==> config.mk <==
export PLATFORM = sky130hd
export DESIGN_NAME = psram_arbiter
export DESIGN_NICKNAME = d
export VERILOG_FILES = /design/src/rtl/psram_arbiter.sv
export SDC_FILE = /design/constraint.sdc
export NUM_CORES = 1
export LEC_CHECK = 0
export ABC_AREA = 1
export BUFFER_PORTS_ARGS = -buffer_cell sky130_fd_sc_hd__buf_2
export CAP_MARGIN = 40
export CORE_AREA = 2 2 112 114
export CTS_CLUSTER_SIZE = 14
export DETAILED_ROUTE_END_ITERATION = 8
export DIE_AREA = 0 0 114 116
export GPL_ROUTABILITY_DRIVEN = 0
export SETUP_SLACK_MARGIN = 0.4
export SLEW_MARGIN = 20
export SYNTH_ARGS = -nofsm -noshare
export SYNTH_HDL_FRONTEND = slang
export SYNTH_SLANG_ARGS = --single-unit
==> constraint.sdc <==
create_clock -name clk_i -period 1.52 [get_ports clk_i]
set_input_delay 0.38 -clock clk_i [delete_from_list [all_inputs] [get_ports clk_i]]
set_output_delay 0.38 -clock clk_i [all_outputs]
set_load 0.02 [all_outputs]
==> src/rtl/psram_arbiter.sv <==
// Two-requester round-robin arbiter in front of a single PSRAM controller.
// One transaction in flight at a time: IDLE -> BUSY -> RESP -> IDLE, with a wait-cycle timeout.
module psram_arbiter #(
   parameter int AW      = 24,
   parameter int TIMEOUT = 255
) (
   input  logic          clk_i,
   input  logic          rst_i,
   input  logic          m0_valid_i,
   input  logic [AW-1:0] m0_addr_i,
   input  logic [31:0]   m0_wdata_i,
   input  logic [3:0]    m0_wstrb_i,
   output logic [31:0]   m0_rdata_o,
   output logic          m0_ready_o,
   input  logic          m1_valid_i,
   input  logic [AW-1:0] m1_addr_i,
   input  logic [31:0]   m1_wdata_i,
   input  logic [3:0]    m1_wstrb_i,
   output logic [31:0]   m1_rdata_o,
   output logic          m1_ready_o,
   output logic          s_valid_o,
   output logic [AW-1:0] s_addr_o,
   output logic [31:0]   s_wdata_o,
   output logic [3:0]    s_wstrb_o,
   input  logic [31:0]   s_rdata_i,
   input  logic          s_ready_i,
   output logic          tmo_o,
   output logic          tmo_sticky_o,
   input  logic          tmo_clr_i,
   output logic          gnt_o
);

   typedef enum logic [1:0] {IDLE, BUSY, RESP} state_t;

   localparam logic [7:0] TMO_LAST = 8'(TIMEOUT - 1);

   state_t      state, state_nxt;
   logic        gnt_nxt;
   logic [7:0]  cnt, cnt_nxt;
   logic [31:0] resp, resp_nxt;
   logic        sticky_nxt;
   logic        hit_tmo;

   always_ff @(posedge clk_i or posedge rst_i) begin
      if (rst_i) begin
         state        <= IDLE;
         gnt_o        <= 1'b1;
         cnt          <= 8'd0;
         resp         <= 32'd0;
         tmo_sticky_o <= 1'b0;
      end else begin
         state        <= state_nxt;
         gnt_o        <= gnt_nxt;
         cnt          <= cnt_nxt;
         resp         <= resp_nxt;
         tmo_sticky_o <= sticky_nxt;
      end
   end

   always_comb begin
      state_nxt = state;
      gnt_nxt   = gnt_o;
      cnt_nxt   = cnt;
      resp_nxt  = resp;
      hit_tmo   = 1'b0;
      case (state)
         IDLE: begin
            if (m0_valid_i || m1_valid_i) begin
               state_nxt = BUSY;
               cnt_nxt   = 8'd0;
               // Under contention the requester not served last wins.
               gnt_nxt   = (m0_valid_i && m1_valid_i) ? ~gnt_o : m1_valid_i;
            end
         end
         BUSY: begin
            if (s_ready_i) begin
               resp_nxt  = s_rdata_i;
               state_nxt = RESP;
            end else if (cnt == TMO_LAST) begin
               hit_tmo   = 1'b1;
               resp_nxt  = 32'hFFFF_FFFF;
               state_nxt = RESP;
            end else begin
               cnt_nxt = cnt + 8'd1;
            end
         end
         RESP:    state_nxt = IDLE;
         default: state_nxt = IDLE;
      endcase
      // A clear in the same cycle as a new timeout wins.
      sticky_nxt = tmo_clr_i ? 1'b0 : (hit_tmo ? 1'b1 : tmo_sticky_o);
   end

   assign tmo_o      = hit_tmo;
   assign s_valid_o  = (state == BUSY);
   assign s_addr_o   = gnt_o ? m1_addr_i  : m0_addr_i;
   assign s_wdata_o  = gnt_o ? m1_wdata_i : m0_wdata_i;
   assign s_wstrb_o  = gnt_o ? m1_wstrb_i : m0_wstrb_i;
   assign m0_ready_o = (state == RESP) && !gnt_o;
   assign m1_ready_o = (state == RESP) &&  gnt_o;
   assign m0_rdata_o = resp;
   assign m1_rdata_o = resp;

endmodule

==> metrics.md, run 1 <==
| Metric | Value |
|---|---|
| Req. time, crit path | `1.14 ns` |
| Synthesis-stage register bit count | `44` |
| IO buf count | `287` |
| Placed instance area | `~4800 um^2` |
| Distinct cells, synth | `24` |
| Fin crit share | `1.22` |
| DR vias | `a little under 4000` |
| H-tree depth | `2` |
| CP startpoint kind | `register` |
| Leak | `~3.3 nW` |
| Number of global-route vias before repair | `approximately 3600` |
| Hold slack | `0.0867 ns` |
| Yosys warnings | `0` |
| Clock Sinks | `44` |
| CTS Buffer Depth | `2` |
| WL per Instance | `~15 um` |
| Residual DRC count | `0` |
| Starting Density | `0.257` |
| DRT Wirelength | `13.2 mm` |
| Chip Width | `around 110 um` |
| # setup viols final | `between 100 and 150` |
| Largest family of logic cells by synthesized area | `simple AND/OR/NAND/NOR gates` |
| First-pass GRT wire length | `18.4 mm` |
| Worst-path cell chain | `inv_6 > buf_4 > nand2_1 > nand2_2 > buf_2` |
| Crit path DAT | `1.48 ns` |
| Critical Path Fanout Max | `20` |
| Mapped Area | `3060 um^2` |
| Largest net degree at the start of global routing | `37` |
| Post-Layout Inst Area | `6020 um^2` |
| CTS Root Cell | `clkbuf_16` |
| Final nets | `approximately 900` |
| Area growth from synthesis to layout | `97.2%` |
| Post-synthesis cell count | `455` |
| Failing checks | `negative setup slack` |
| Xor/xnor share of the synthesized area | `0.00287` |
| Clk_skew | `approximately 0.0062 ns` |
| Final count of hold timing violations | `0` |
| Initial antenna violation count | `2` |
| Share of cells above drive strength 1 | `0.634` |
| Synth Area in Adders | `0.00819` |
| Final worst slack | `-0.335 ns` |
| CP Capture Type | `output pin` |
| Max Cap Viol | `0` |
| CP peak stage delay | `around 0.6 ns` |
| GRT Util Overall | `0.177` |
| Max stage delay cell, worst path | `dfstp_2` |
| Hold crit path type | `input port to async pin` |
| DR iter-0 viols | `around 180` |
| Worst Tran Pin Value | `0.733 ns` |
| Post-route ant nets | `0` |
| TritonCTS Buffers | `5` |
| Setup Slack @ Placement | `-0.0730 ns` |
| Filler Cells Inserted | `1186` |
| Core Area | `11900 um^2` |
| Peak VDD IR | `1360 uV` |
| Status | `complete, but fails checks` |
| Final min period | `1.86 ns` |
| PwrDens | `~2100 nW/um^2` |
| Seq/Total Area, Yosys | `0.361` |
| Achievable Freq | `539 MHz` |
| Rel. slew slack | `0.511` |
| Die ar. | `roughly 13000 um^2` |
| Vias per inst | `4.36` |
| Syn Nets | `615` |
| Most common cell after layout, fill and taps aside | `buf_2` |
| Clock-pin slew on the worst setup and hold paths | `0.06 ns` |
| Max Slew Vio Count | `0` |
| Die H | `116 um` |
| Post-Synth Simple-Gate Area | `0.352` |
| RSZ-0062 raised after global routing | `yes` |
| GRT Residual Overflow | `0` |
| DR pass1 iterations | `4` |
| Synth Area in Compound Gates | `0.105` |
| Post-synthesis mux area share | `0` |
| Most frequent cells in the layout | `183 x buf_2, 132 x nand2_1, 76 x buf_6` |
| Syn Area/Cell | `6.72 um^2` |
| Crit path kind | `register to output pin` |
| Clock insertion delay at the later pin of the skew report | `0.28 ns` |
| Row cnt | `40` |
| Detailed placement HPWL | `roughly 9.4 mm` |
| CTS tree | `built` |
| I/O pin total | `288` |
| Power Total | `12.6 mW` |
[critical path: cells and delay by family (launching register included)]
kind | cells | cell delay, ns
and+or+nand+nor | 2 | 0.15
buffers and inverters | 3 | 0.44
DFF | 1 | 0.61
[final cells by class]
cell class	count	area, um^2	share of cell area
well taps	147	184	0.0305
repair buffers	332	2580	0.429
flip-flops and latches	44	1100	0.183
diodes	1	2.50	0.000415
clock inverters	2	35.0	0.00582
multi-input cells	314	1800	0.299
inverters	46	189	0.0314
clock buffers	6	129	0.0214
[through the flow]
step,TNS (ns),cells,utilization
2_1_floorplan,-0.0318,455,-
3_3_place_gp,-1.45,858,0.403
3_5_place_dp,-1.86,858,0.403
4_1_cts,-20.63,881,0.476
5_1_grt,-29.98,891,0.506
6_report,-23.65,892,0.506
[final timing paths]
check                                      end      start  cells after the start  slack [ns]
worst min register to register          cnt[6]     cnt[6]                      2        0.55
max in group asynchronous       m0_rdata_o[26]      rst_i                      3        0.97
min in group clk_i                tmo_sticky_o  tmo_clr_i                      2        0.26
worst max-delay path               s_addr_o[0]      gnt_o                      5       -0.34
worst min-delay path                    cnt[7]      rst_i                      2        0.09
worst max register to register  m0_rdata_o[24]     cnt[0]                     13       -0.21
[metal layers]
layer,up-vias,part of all wire,global-route usage
li1,1922,-,-
met1,1755,0.37,0.210
met2,203,0.52,0.320
met3,9,0.099,0.0481
met4,2,0.0085,0.0423
met5,-,0.00099,0
[state kept, by name, indices dropped and copies added, names as in the netlist]
register      cells
cnt               8
m0_rdata_o       32
tmo_sticky_o      1
gnt_o             1
state             2
[cell usage after synthesis (all sizes together)]
| library cell | count | area share |
|---|---|---|
| nand2 | 207 | 0.26 |
| inv | 46 | 0.057 |
| dfrtp | 43 | 0.35 |
| nor2 | 43 | 0.056 |
| buf | 40 | 0.10 |
| a21oi | 33 | 0.090 |
| nand3 | 16 | 0.026 |
| clkbuf | 12 | 0.015 |
| o21ai | 5 | 0.0082 |
| ha | 2 | 0.0082 |
| nor3 | 2 | 0.0033 |
| o21bai | 2 | 0.0049 |
| a31oi | 1 | 0.0020 |
| dfstp | 1 | 0.0086 |
| nor3b | 1 | 0.0025 |
| xor2 | 1 | 0.0029 |
[what timing repair did]
action	CTS	global route
hold buffers	0	0
pin swaps	3	4
endpoints found under the hold margin	0	0
setup endpoints to repair	174	174
setup buffers	9	10
gates cloned	6	0
resized for setup	138	82
[power by group]
group	internal [mW]	leakage, nW	switching, mW	total (mW)
Combinational	4.21	2.74	4.88	9.09
Sequential	1.65	0.507	0.591	2.24
Clock	0.774	0.0808	0.453	1.23
Total	6.63	3.33	5.93	12.6
[cell families (layout without fill, tap and decap cells)]
logic type / Yosys count / in the layout
AOI/OAI and AO/OA: 41 / 41
and+or+nand+nor: 269 / 270
buffers and inverters: 98 / 386
xor gates and xnor gates: 1 / 1
other: 0 / 1
DFF: 44 / 44
adders and majority gates: 2 / 2
(Power assumes the default switching activity.)
==> run 2: changes to the inputs <==
==> constraint.sdc (replaced) <==
create_clock -name clk_i -period 1.52 [get_ports clk_i]
set_input_delay 0.152 -clock clk_i [delete_from_list [all_inputs] [get_ports clk_i]]
set_output_delay 0.152 -clock clk_i [all_outputs]
set_load 0.02 [all_outputs]
==> metrics.md, run 2 (synthesized netlist as in run 1, its figures left out) <==
| Metric | Value |
|---|---|
| Starting Density | `0.257 (unchanged)` |
| Crit path DAT | `1.48 ns (about the same)` |
| PwrDens | `2080 nW/um^2 (about the same)` |
| Leak | `3.28 nW (-1.5%)` |
| Rel. slew slack | `0.568 (+0.0569)` |
| Largest net degree at the start of global routing | `62 (+68%)` |
| Vias per inst | `4.36 (about the same)` |
| DR pass1 iterations | `4 (unchanged)` |
| Clock-pin slew on the worst setup and hold paths | `0.06 ns (about the same)` |
| CP endpoint | `s_wdata_o[7]` |
| Setup Slack @ Placement | `0.104 ns (+0.178 ns)` |
| Share of cells above drive strength 1 | `0.670 (+0.0359)` |
| FF-to-FF path depth | `11 (-2)` |
| Achievable Freq | `613 MHz (+14%)` |
| Worst-path cell chain | `buf_4 > buf_16 > nand2_1 > nand2_2 > buf_4` |
| CTS Root Cell | `clkbuf_16` |
| Status | `complete, but fails checks` |
| Fin crit share | `1.07 (-0.148)` |
| Max stage delay cell, worst path | `dfstp_2` |
| DRT Wirelength | `13.5 mm (+2.7%)` |
| Most common cell after layout, fill and taps aside | `buf_2` |
| GRT Util Overall | `0.187 (+0.00944)` |
| I/O pin total | `288 (unchanged)` |
| Residual DRC count | `0 (unchanged)` |
| # setup viols final | `61 (-42%)` |
| Met3 usage | `0.0476 (-0.000523)` |
| Number of global-route vias before repair | `3548 (-0.87%)` |
| Worst Tran Pin Value | `0.648 ns (-0.0853 ns)` |
| CP startpoint | `gnt_o` |
| H-tree depth | `2 (unchanged)` |
| First-pass GRT wire length | `19.0 mm (+3.2%)` |
| Final worst slack | `-0.111 ns (+0.224 ns)` |
| Chip Width | `114 um (unchanged)` |
| Final count of hold timing violations | `0 (unchanged)` |
| Sequential Area | `1100 um^2 (+0.11%)` |
| Clock insertion delay at the later pin of the skew report | `0.29 ns (about the same)` |
| Final min period | `1.63 ns (-0.224 ns)` |
| Clock Sinks | `44 (unchanged)` |
| Area growth from synthesis to layout | `95.1%` |
| Most used routing layer | `met2` |
| Max Cap Viol | `0 (unchanged)` |
| Die H | `116 um (unchanged)` |
| Area of the multi-input gates | `1920 um^2 (+6.6%)` |
| WL per Instance | `15.2 um (+3.3%)` |
| Largest register FFs | `32 (unchanged)` |
| Core Area | `11900 um^2 (unchanged)` |
| R2r setup slk | `0.01 ns (+0.22 ns)` |
| FF-to-FF Start | `cnt[0]` |
| Global routing usage on met1 | `0.219 (+0.00847)` |
| Initial antenna violation count | `1 (-1)` |
| Total Neg Setup Slack | `-4.31 ns (+19.34 ns)` |
| DR iter-0 viols | `231 (+26%)` |
| CP Capture Type | `output pin` |
| Peak VDD IR | `1260 uV (-7.6%)` |
| RSZ-0062 raised after global routing | `yes` |
| Failing checks | `negative setup slack` |
| Final core occ | `0.501 (-0.00525)` |
| Max Slew Vio Count | `0 (unchanged)` |
| Critical Path Fanout Max | `16 (-20%)` |
| Reg2reg end | `m0_rdata_o[23]` |
| Most frequent cells in the layout | `222 x buf_2, 107 x nand2_1, 85 x nand2_2` |
| CP startpoint kind | `register` |
| CTS Buffer Depth | `2 (unchanged)` |
| CP peak stage delay | `0.60 ns (about the same)` |
| Row cnt | `40 (unchanged)` |
| Final nets | `899 (-0.44%)` |
| Detailed placement HPWL | `9.24 mm (-1.8%)` |
| Req. time, crit path | `1.37 ns (+0.23 ns)` |
| IO buf count | `287 (unchanged)` |
| Clk_skew | `0.00406 ns (-0.00215 ns)` |
| Hold crit path type | `input port to register` |
| DR vias | `3870 (-0.54%)` |
| Most numerous cell on the critical path | `buf_4` |
| # diodes | `0 (-1)` |
| Crit path kind | `register to output pin` |
| Die ar. | `13200 um^2 (unchanged)` |
| GRT Residual Overflow | `0 (unchanged)` |
| CTS tree | `built` |
| Post-route ant nets | `0 (unchanged)` |
| Met2 Track Usage GR | `0.334 (+0.0139)` |
| TritonCTS Buffers | `5 (unchanged)` |
| Filler Cells Inserted | `1200 (+1.2%)` |
-- run 2: changes by cell type in the layout (fill, tap and decap cells not counted), moves of 4 or more --
| cell | previous run | this run |
|---|---|---|
| nand2_1 | 132 | 107 |
| nand2_2 | 68 | 85 |
| buf_2 | 183 | 222 |
| nand2_4 | 3 | 11 |
| buf_6 | 76 | 38 |
| buf_16 | 5 | 9 |
| buf_4 | 55 | 47 |
-- run 2: worst min-delay path by stage --
stage / cells past startpoint / to / from
floorplan: 1 / cnt[0] / rst_i
global placement: 2 / m0_rdata_o[7] / rst_i
detailed placement: 2 / m0_rdata_o[7] / rst_i
CTS: 2 / tmo_sticky_o / tmo_clr_i
global route: 2 / tmo_sticky_o / tmo_clr_i
finish: 2 / tmo_sticky_o / tmo_clr_i
-- run 2: critical path: cells and delay by family (launching register included) --
family,cells,cell delay (ns)
buffers and inverters,3,0.43
and+or+nand+nor,2,0.17
DFF,1,0.60
-- run 2: routing by layer --
layer | up-vias | part of all wire
li1 | 1915 | -
met1 | 1738 | 0.39
met2 | 197 | 0.50
met3 | 18 | 0.087
met4 | 2 | 0.022
met5 | - | 0.00096
-- run 2: repair_timing --
action                                  in CTS  in global routing
gates resized for setup                    140                 46
hold buffers                                 1                  0
setup buffers                               20                  3
pin swaps                                   11                  7
gates cloned                                10                  1
endpoints found under the hold margin       19                  0
endpoints found under the setup margin     109                109
-- run 2: through the flow --
step / power (mW) / cell area (um^2) / cells / hold WS [ns]
after floorplan: 7.13 / 3340 / 455 / 0.156
after detailed placement: 8.70 / 4660 / 844 / 0.205
after global routing: 13.1 / 5960 / 887 / 0.0169
final: 12.4 / 5960 / 887 / 0.0155
after CTS: 12.1 / 5730 / 883 / 0.00129
after global placement: 8.67 / 4660 / 844 / 0.201
-- run 2: report_power, final --
part	internal, mW	switching, mW
logic	3.87	5.21
registers	1.65	0.399
clock network	0.823	0.456
total	6.35	6.07
-- run 2: cell type report --
cell class / count / area share
clock buffer: 6 / 0.0233
clock inverter: 2 / 0.00651
inverter: 46 / 0.0340
multi-input combinational: 314 / 0.322
sequential: 44 / 0.185
tap: 147 / 0.0308
timing repair buffer: 328 / 0.398
==> run 3: changes to the inputs <==
--- a/config.mk
+++ b/config.mk
@@ -7,12 +7,13 @@
 export LEC_CHECK = 0
 export ABC_AREA = 1
 export BUFFER_PORTS_ARGS = -buffer_cell sky130_fd_sc_hd__buf_2
-export CAP_MARGIN = 40
+export CAP_MARGIN = 20
 export CORE_AREA = 2 2 112 114
 export CTS_CLUSTER_SIZE = 14
 export DETAILED_ROUTE_END_ITERATION = 8
 export DIE_AREA = 0 0 114 116
 export GPL_ROUTABILITY_DRIVEN = 0
+export MAX_ROUTING_LAYER = met4
 export SETUP_SLACK_MARGIN = 0.4
 export SLEW_MARGIN = 20
 export SYNTH_ARGS = -nofsm -noshare
==> metrics.md, run 3 (synthesized netlist as in run 1, its figures left out) <==
| Metric | Value |
|---|---|
| Post-route ant nets | `0 (unchanged)` |
| Status | `complete, but fails checks` |
| Number of global-route vias before repair | `3546 (-0.056%)` |
| Clk_skew | `0.00423 ns (+0.000170 ns)` |
| Hold path start | `tmo_clr_i` |
| Clock-pin slew on the worst setup and hold paths | `0.06 ns (about the same)` |
| CP startpoint kind | `register` |
| Post-Layout Inst Area | `5960 um^2 (about the same)` |
| GRT Util Overall | `0.193 (+0.00599)` |
| Most frequent cells in the layout | `222 x buf_2, 112 x nand2_1, 80 x nand2_2` |
| Bufs and invs on worst path | `3 (unchanged)` |
| Starting Density | `0.257 (unchanged)` |
| Net switching power | `6.06 mW (-0.18%)` |
| PwrDens | `2080 nW/um^2 (about the same)` |
| Vias per inst | `4.32 (-0.91%)` |
| First-pass GRT wire length | `19.0 mm (+0.11%)` |
| GRT Residual Overflow | `0 (unchanged)` |
| Initial antenna violation count | `1 (unchanged)` |
| FF-to-FF Start | `cnt[0]` |
| RSZ-0062 raised after global routing | `yes` |
| WL per Instance | `15.2 um (-0.35%)` |
| Max Cap Viol | `0 (unchanged)` |
| Worst Tran Pin Value | `0.645 ns (-0.00268 ns)` |
| Residual DRC count | `0 (unchanged)` |
| Max stage delay cell, worst path | `dfstp_2` |
| WHS Endpoint | `tmo_sticky_o` |
| Peak VDD IR | `1260 uV (about the same)` |
| CP top delay family | `flip-flops` |
| Placed instance area | `4660 um^2 (unchanged)` |
| CTS tree | `built` |
| Achievable Freq | `619 MHz (+0.88%)` |
| Detailed placement HPWL | `9.24 mm (unchanged)` |
| Failing checks | `negative setup slack` |
| H-tree depth | `2 (unchanged)` |
| CTS Buffer Depth | `2 (unchanged)` |
| DR vias | `3839 (-0.80%)` |
| Clock insertion delay at the later pin of the skew report | `0.29 ns (about the same)` |
| Clock network power share | `0.103 (about the same)` |
| Number of stages on the worst hold path | `2 (unchanged)` |
| CP Capture Type | `output pin` |
| CP peak stage delay | `0.60 ns (about the same)` |
| Worst-path cell chain | `buf_12 > inv_16 > nor3_4 > buf_6` |
| Clock Sinks | `44 (unchanged)` |
| Reg power frac | `0.165 (about the same)` |
| Largest register FFs | `32 (unchanged)` |
| Area growth from synthesis to layout | `95.0% (about the same)` |
| Critical Path Fanout Max | `61 (+45)` |
| Row cnt | `40 (unchanged)` |
| Leak | `3.28 nW (about the same)` |
| Req. time, crit path | `1.37 ns (about the same)` |
| TritonCTS Buffers | `5 (unchanged)` |
| Final count of hold timing violations | `0 (unchanged)` |
| Fin crit share | `1.06 (-0.00941)` |
| DR pass1 iterations | `4 (unchanged)` |
| I/O pin total | `288 (unchanged)` |
| Die ar. | `13200 um^2 (unchanged)` |
| IO buf count | `287 (unchanged)` |
| R2r setup slk | `0.01 ns (about the same)` |
| CTS Root Cell | `clkbuf_16` |
| FF-to-FF path depth | `11 (unchanged)` |
| Most common cell after layout, fill and taps aside | `buf_2` |
| DR iter-0 viols | `267 (+16%)` |
| Final worst slack | `-0.0968 ns (+0.0143 ns)` |
| DRT Wirelength | `13.5 mm (-0.24%)` |
| Switch share | `0.488 (-0.000866)` |
| Combinational Power Share | `0.732 (about the same)` |
| Final core occ | `0.500 (about the same)` |
| Share of cells above drive strength 1 | `0.664 (-0.00676)` |
| Max Slew Vio Count | `0 (unchanged)` |
| Die H | `116 um (unchanged)` |
| Total Neg Setup Slack | `-4.62 ns (-0.304 ns)` |
| Crit path DAT | `1.46 ns (-0.02 ns)` |
| Reg2reg end | `m0_rdata_o[23]` |
| Final min period | `1.62 ns (-0.0143 ns)` |
| Crit path kind | `register to output pin` |
| Final nets | `899 (unchanged)` |
| # setup viols final | `62 (+1.6%)` |
| Internal | `6.36 mW (+0.16%)` |
| Largest net degree at the start of global routing | `62 (unchanged)` |
| Hold crit path type | `input port to register` |
| Rel. slew slack | `0.570 (+0.00178)` |
| Core Area | `11900 um^2 (unchanged)` |
| Chip Width | `114 um (unchanged)` |
-- run 3: routing by layer --
layer	vias to the layer above	global-route usage	part of all wire
met3	16	0.0397	0.079
met4	0	0.0626	0.022
met5	-	-	0
li1	1917	-	-
met2	188	0.331	0.50
met1	1718	0.227	0.39
-- run 3: what timing repair did --
item,in CTS,in global routing
pin swaps,11,10
cloned,10,1
endpoints found under the hold margin,19,0
resized for setup,140,43
hold buffers,1,0
endpoints found under the setup margin,109,109
setup buffers,20,3
-- run 3: layout make-up --
cell class,instances,area (um^2)
Fill cell,1199,5950
Sequential cell,44,1100
Tap cell,147,184
Clock buffer,6,139
Clock inverter,2,38.8
Multi-Input combinational cell,314,1910
Antenna cell,1,2.50
Inverter,46,203
Timing Repair Buffer,328,2380
-- run 3: how the worst max path moves through the flow --
stage	from	to	slack, ns	cells after the start
6_report	gnt_o	m1_ready_o	-0.1	4
5_1_grt	gnt_o	s_wdata_o[5]	-0.15	5
4_1_cts	gnt_o	m1_ready_o	-0.10	4
3_5_place_dp	state[0]	cnt[5]	0.10	5
3_3_place_gp	gnt_o	s_addr_o[11]	0.1	4
2_1_floorplan	gnt_o	m1_ready_o	0.20	4
-- run 3: power groups by stage --
stage          combinational [mW]  clock (mW)  sequential (mW)
2_1_floorplan                4.62           0             2.51
3_3_place_gp                 6.62           0             2.05
3_5_place_dp                 6.67           0             2.03
4_1_cts                      8.74        1.32             2.05
5_1_grt                      9.60        1.37             2.13
6_report                     9.09        1.28             2.05
-- run 3: metrics by stage --
stage                     total power [mW]  cells  worst slack [ns]  hold slack [ns]
after floorplan                       7.13    455             0.196            0.156
after global placement                8.67    844            0.0994            0.201
after detailed placement              8.70    844             0.104            0.205
after CTS                             12.1    883            -0.101          0.00129
after global routing                  13.1    888            -0.152           0.0169
final                                 12.4    888           -0.0968           0.0155
